File: src/rtl/dual_issue_regfile.sv
`default_nettype none
// ============================================================================
//  Module   : dual_issue_regfile
//  Purpose  : Register file with two write ports and RD_PORTS independent
//             combinational read ports. Entry 0 is hard-wired to zero.
//             After reset, a clear sequence zeroes every entry, one per
//             clock, before the file accepts writes or returns data.
//  Revision : 1.0  initial release
// ----------------------------------------------------------------------------
//  Parameters
//    DATA_W    register width in bits                        (default 32)
//    ADDR_W    address width, depth = 2**ADDR_W              (default 5)
//    RD_PORTS  number of independent read ports, 1..8        (default 4)
//
//  Ports
//    clk        in   1                  clock, rising-edge active
//    rst        in   1                  asynchronous reset, active low
//    w0_en      in   1                  write port 0 enable
//    w0_addr    in   ADDR_W             write port 0 address
//    w0_data    in   DATA_W             write port 0 data
//    w1_en      in   1                  write port 1 enable (wins ties)
//    w1_addr    in   ADDR_W             write port 1 address
//    w1_data    in   DATA_W             write port 1 data
//    rd_addr    in   RD_PORTS*ADDR_W    packed read addresses, port k at
//                                       [k*ADDR_W +: ADDR_W]
//    rd_data    out  RD_PORTS*DATA_W    packed read data, port k at
//                                       [k*DATA_W +: DATA_W]
//    init_done  out  1                  high once the clear sequence is done
//
//  Build option
//    REGFILE_BYPASS_EN  when defined, a read that hits an accepted write in
//                       the same cycle returns the write data immediately
//                       (port 1 over port 0). Undefined: reads return the
//                       stored value only, so writes show up one cycle later.
// ============================================================================
module dual_issue_regfile #(
   parameter int DATA_W   = 32,
   parameter int ADDR_W   = 5,
   parameter int RD_PORTS = 4
) (
   input  logic                         clk,
   input  logic                         rst,
   input  logic                         w0_en,
   input  logic [ADDR_W-1:0]            w0_addr,
   input  logic [DATA_W-1:0]            w0_data,
   input  logic                         w1_en,
   input  logic [ADDR_W-1:0]            w1_addr,
   input  logic [DATA_W-1:0]            w1_data,
   input  logic [RD_PORTS*ADDR_W-1:0]   rd_addr,
   output logic [RD_PORTS*DATA_W-1:0]   rd_data,
   output logic                         init_done
);

   // ------------------------------------------------------------------------
   // Constants
   // ------------------------------------------------------------------------
   localparam int                c_DEPTH = 1 << ADDR_W;
   // The counter carries one spare bit so the terminal value 2**ADDR_W-1
   // can be compared, and then incremented past, without wrapping to zero.
   localparam logic [ADDR_W:0]   c_LAST  = (ADDR_W+1)'(c_DEPTH - 1);
   localparam logic [ADDR_W:0]   c_ONE   = (ADDR_W+1)'(1);

   // ------------------------------------------------------------------------
   // Clear sequencer state
   // ------------------------------------------------------------------------
   typedef enum logic [0:0] {
      ST_CLEAR = 1'b0,
      ST_READY = 1'b1
   } state_t;

   state_t              r_state;
   state_t              w_state_nxt;
   logic [ADDR_W:0]     r_cnt;
   logic [ADDR_W:0]     w_cnt_nxt;

   // Storage; deliberately has no reset, it is zeroed by the clear sequence.
   logic [DATA_W-1:0]   r_mem [c_DEPTH];

   logic                w_ready;
   logic                w_we0;
   logic                w_we1;

   // ------------------------------------------------------------------------
   // Sequencer state register. Reset drops the file back into CLEAR with the
   // counter at entry 0 immediately, without waiting for a clock edge.
   // ------------------------------------------------------------------------
   always_ff @(posedge clk or negedge rst) begin
      if (!rst) begin
         r_state <= ST_CLEAR;
         r_cnt   <= '0;
      end else begin
         r_state <= w_state_nxt;
         r_cnt   <= w_cnt_nxt;
      end
   end

   // ------------------------------------------------------------------------
   // Sequencer next-state logic. In CLEAR the counter walks every entry
   // once; the edge that clears the last entry is also the edge that moves
   // to READY, so the whole sweep takes exactly c_DEPTH edges.
   // ------------------------------------------------------------------------
   always_comb begin
      w_state_nxt = r_state;
      w_cnt_nxt   = r_cnt;
      case (r_state)
         ST_CLEAR: begin
            w_cnt_nxt = r_cnt + c_ONE;
            if (r_cnt == c_LAST) begin
               w_state_nxt = ST_READY;
            end
         end
         ST_READY: begin
            // Terminal state; only reset leaves it.
            w_state_nxt = ST_READY;
         end
         default: begin
            w_state_nxt = ST_CLEAR;
            w_cnt_nxt   = '0;
         end
      endcase
   end

   assign w_ready   = (r_state == ST_READY);
   assign init_done = w_ready;

   // ------------------------------------------------------------------------
   // Accepted writes: only once ready, and never to entry 0.
   // ------------------------------------------------------------------------
   assign w_we0 = w0_en && w_ready && (w0_addr != '0);
   assign w_we1 = w1_en && w_ready && (w1_addr != '0);

   // ------------------------------------------------------------------------
   // Storage update. During CLEAR the sweep owns the array and user writes
   // are ignored. In READY both ports write in the same edge; port 1 is
   // issued last so it wins when both target the same entry.
   // ------------------------------------------------------------------------
   always_ff @(posedge clk) begin
      if (r_state == ST_CLEAR) begin
         r_mem[r_cnt[ADDR_W-1:0]] <= '0;
      end else begin
         if (w_we0) begin
            r_mem[w0_addr] <= w0_data;
         end
         if (w_we1) begin
            r_mem[w1_addr] <= w1_data;
         end
      end
   end

   // ------------------------------------------------------------------------
   // Read ports: each one is a separate combinational mux, so any number of
   // ports may look at the same entry at once. Output is forced to zero
   // while not ready (this also covers reset, which forces CLEAR at once)
   // and for entry 0.
   // ------------------------------------------------------------------------
   for (genvar k = 0; k < RD_PORTS; k++) begin : g_rd
      logic [ADDR_W-1:0] w_addr;
      logic [DATA_W-1:0] w_val;

      assign w_addr = rd_addr[k*ADDR_W +: ADDR_W];

      always_comb begin
         w_val = r_mem[w_addr];
`ifdef REGFILE_BYPASS_EN
         // Forward same-cycle writes; port 1 is checked last so it wins.
         // The accept terms already exclude entry 0 and the CLEAR state.
         if (w_we0 && (w0_addr == w_addr)) begin
            w_val = w0_data;
         end
         if (w_we1 && (w1_addr == w_addr)) begin
            w_val = w1_data;
         end
`endif
         if (!w_ready || (w_addr == '0)) begin
            w_val = '0;
         end
      end

      assign rd_data[k*DATA_W +: DATA_W] = w_val;
   end

endmodule
`default_nettype wire

File: config.mk
export PLATFORM = sky130hd
export DESIGN_NAME = dual_issue_regfile
export DESIGN_NICKNAME = d
export VERILOG_FILES = /design/src/rtl/dual_issue_regfile.sv
export SDC_FILE = /design/constraint.sdc
export NUM_CORES = 2
export LEC_CHECK = 0
export ABC_CLOCK_PERIOD_IN_PS = 4680
export CAP_MARGIN = 25
export CORE_UTILIZATION = 25
export CTS_CLUSTER_SIZE = 12
export DETAILED_ROUTE_END_ITERATION = 10
export SYNTH_ARGS = -nofsm -noshare
export SYNTH_HDL_FRONTEND = slang
export SYNTH_SLANG_ARGS = --single-unit
File: constraint.sdc
create_clock -name clk -period 4.68 [get_ports clk]
set_input_delay 0.702 -clock clk [delete_from_list [all_inputs] [get_ports clk]]
set_output_delay 0.702 -clock clk [all_outputs]
set_load 0.005 [all_outputs]
==> flow_summary.ini <==
[status]
violations = setup timing
status = finished with violations

[final_layout]
areaGrowthSynthToFinish_pct = 18.2
fillers = 30473
fin_nets = 7274
regArea_mm2 = 0.0309
final_core_util_pct = 29.8
drive_gt1_share_pct = 20.9
multi_input_area_mm2 = 0.0417

[global_routing]
use_met1_pct = 29.7
grt_pass1_vias = 65869
grt_use_met3_pct = 8.18
grt_busiest_layer = met2
grt.total_usage_pct = 26.8
use_met2_pct = 40.2
antenna_found_initial = 46
grt_pass1_wl_mm = 563
overflow = 0
grt_max_degree = 77

[power]
vdd_ir_drop_max_mv = 0.288
powerDensity_mw_per_mm2 = 266
finalPower_uw = 23800
p_leak_uw = 0.0311

[synth]
synth_top_family_by_area = multiplexers
yosysUniqueCellTypes = 58
synth-compound-area-share_pct = 14.6
yosysSeqAreaShare_pct = 40.9
async_flop_share_pct = 0.679
synthCells = 7196
synth_seq_cells = 1031
synth_xor_area_share_pct = 0.0579
syn_area_per_cell_um2 = 10.5
yosys_most_used_dff = edfxtp_1
synth_fp_nets = 7295
synthMuxAreaShare_pct = 28.3
synth_edf_count = 1024
yosys.area_share.simple_pct = 11.1
syn-cell-area_mm2 = 0.0756
ys_warn_count = 0
synth_fa_ha_area_share_pct = 0.0165

[cts]
cts_tree = done
cts.path.max_buffers = 3
clock-sinks = 1031
cts-hold-fix-buffers = 0
clock_latency_ns = 0.81
cts-buffers-inserted = 110
clk_pin_slew_ns = 0.06
clock-root-buffer = clkbuf_16
cts_htree_levels = 3

[die]
die_w_um = 552
die_area_mm2 = 0.305
core_area_mm2 = 0.300
pin_count = 227
placementRows = 201
initial_utilization_pct = 25.2
die_h_um = 552

[critical_path]
crit_fanout = 46
end_kind = primary output
worst_r2r_endpoint = r_mem[6][7]
startpoint_type = input pin
reg2reg_from = init_done
path_class = in -> out
reg2reg_depth = 6
arrival_ns = 4.08
cp_data_required_time_ns = 3.98
regToRegSetupSlack_ns = 0.89

[sta]
finalClockSkew_ns = 0.0362
max_slew_margin_pct = 14.5
max_freq_ghz = 0.209
rsz0062_at_grt = false
hold_viol = 0
slew_violations = 0
finalSetupViolations = 4
worstMarginPinSlew_ns = 1.28
final.setup.tns_ns = -0.213
period_share_pct = 102
fin_crit_ns = 4.78
fin_ws_ns = -0.104

[detailed_routing]
dr.pass1.iters = 7
vias_per_cell = 6.30
num_vias = 70853
drt_iter0_drc = 12840
drtAntennaViolNets = 0
avgRoutedWirePerCell_um = 37.5
routed_wirelength_mm = 421
drc = 0

[run]
maxCapViolations = 0

[placement]
portBuffers = 226
dp_hpwl_mm = 277
gp_congestion = 1.02

[hold_path]
hp-class = in -> async
-- worst max-delay path, cell delays in order --
cell and delay [ns]:
buf_8 0.43, buf_4 0.48, mux4_2 0.55, a22oi_1 0.47, nand4_1 0.58, buf_4 0.33, clkdlybuf4s50_1 0.45
-- per-stage QoR --
stage | instance area (um2) | hold slack [ns] | setup WS (ns) | instances
floorplan | 75600 | 0.406 | 0.209 | 7196
global placement | 85500 | 0.457 | 0.109 | 11001
detailed placement | 85700 | 0.460 | 0.0957 | 11010
CTS | 89000 | 0.193 | 0.0718 | 11201
global route | 89300 | 0.238 | 0.0357 | 11222
finish | 89400 | 0.199 | -0.104 | 11249
-- cell usage in the layout (no fill, tap or decap), types with 44 or more instances in the layout --
cell / instances
a21oi_1: 176
mux2_2: 197
edfxtp_1: 1024
nand2_1: 1210
buf_12: 141
nand4_1: 129
nand3_1: 253
and3_1: 47
o22ai_1: 67
a31oi_1: 44
clkbuf_16: 110
mux2i_1: 776
buf_4: 364
mux4_2: 506
a22oi_1: 356
a211oi_1: 65
o21ai_0: 1057
clkdlybuf4s50_1: 214
nor2b_1: 66
-- flip-flops by register name, indices dropped and copies added (netlist names) --
| name | flops |
|---|---|
| r_cnt | 6 |
| init_done | 1 |
| r_mem | 1024 |
-- area by class of cell --
cell class	count	area share, %
inverters	43	0.181
well taps	3958	5.54
diodes	37	0.104
repair buffers	747	9.19
clock inverters	57	0.557
multi-input cells	5242	46.6
flip-flops and latches	1031	34.6
clock buffers	134	3.18
-- Yosys cell counts (40+ instances only) --
cell | n | area [um2]
nand2_1 | 1212 | 4550
o21ai_0 | 1057 | 5290
edfxtp_1 | 1024 | 30700
mux2i_1 | 776 | 7770
clkbuf_1 | 549 | 2060
mux4_2 | 506 | 11400
a22oi_1 | 356 | 2670
buf_2 | 269 | 1350
nand3_1 | 256 | 1280
mux2_2 | 197 | 2220
a21oi_1 | 177 | 886
nand4_1 | 129 | 807
nor2b_1 | 79 | 494
o22ai_1 | 67 | 419
a211oi_1 | 65 | 488
and3_1 | 48 | 300
buf_1 | 46 | 173
a31oi_1 | 44 | 275
inv_1 | 43 | 161
a22o_1 | 40 | 350
-- where the power goes --
group | switching, uW | internal, uW | total [uW]
Combinational | 3090 | 1650 | 4740
Clock | 4170 | 4630 | 8800
Sequential | 22.5 | 10200 | 10200
-- logic make-up (layout without fill, tap and decap cells) --
group           Yosys count  count (layout)
buf+inv                 923             981
compound gates         1884            1884
fa+ha+maj                 1               1
simple gates           1873            1873
xor+xnor                  5               5
other cells               0              37
mux                    1479            1479
flops                  1031            1031
-- routing by layer --
metal | routed length (um) | part of all wire [%]
met5 | 252 | 0.060
met4 | 50200 | 12
met3 | 54400 | 13
met2 | 180000 | 43
met1 | 136000 | 32
-- worst max-delay path by stage --
| stage | slack (ns) | start | endpoint |
|---|---|---|---|
| 3_3_place_gp | 0.11 | rd_addr[5] | rd_data[52] |
| 2_1_floorplan | 0.21 | w0_en | r_mem[20][0] |
| 6_report | -0.10 | rd_addr[1] | rd_data[5] |
| 4_1_cts | 0.07 | init_done | rd_data[83] |
| 5_1_grt | 0.04 | init_done | rd_data[83] |
| 3_5_place_dp | 0.1 | rd_addr[1] | rd_data[5] |
-- what timing repair did --
action	4_1_cts	5_1_grt
gates resized for setup	1	0
hold endpoints to repair	0	0
setup buffers	0	0
endpoints found under the setup margin	2	0
Note: power is estimated with default switching activity, not from simulation.
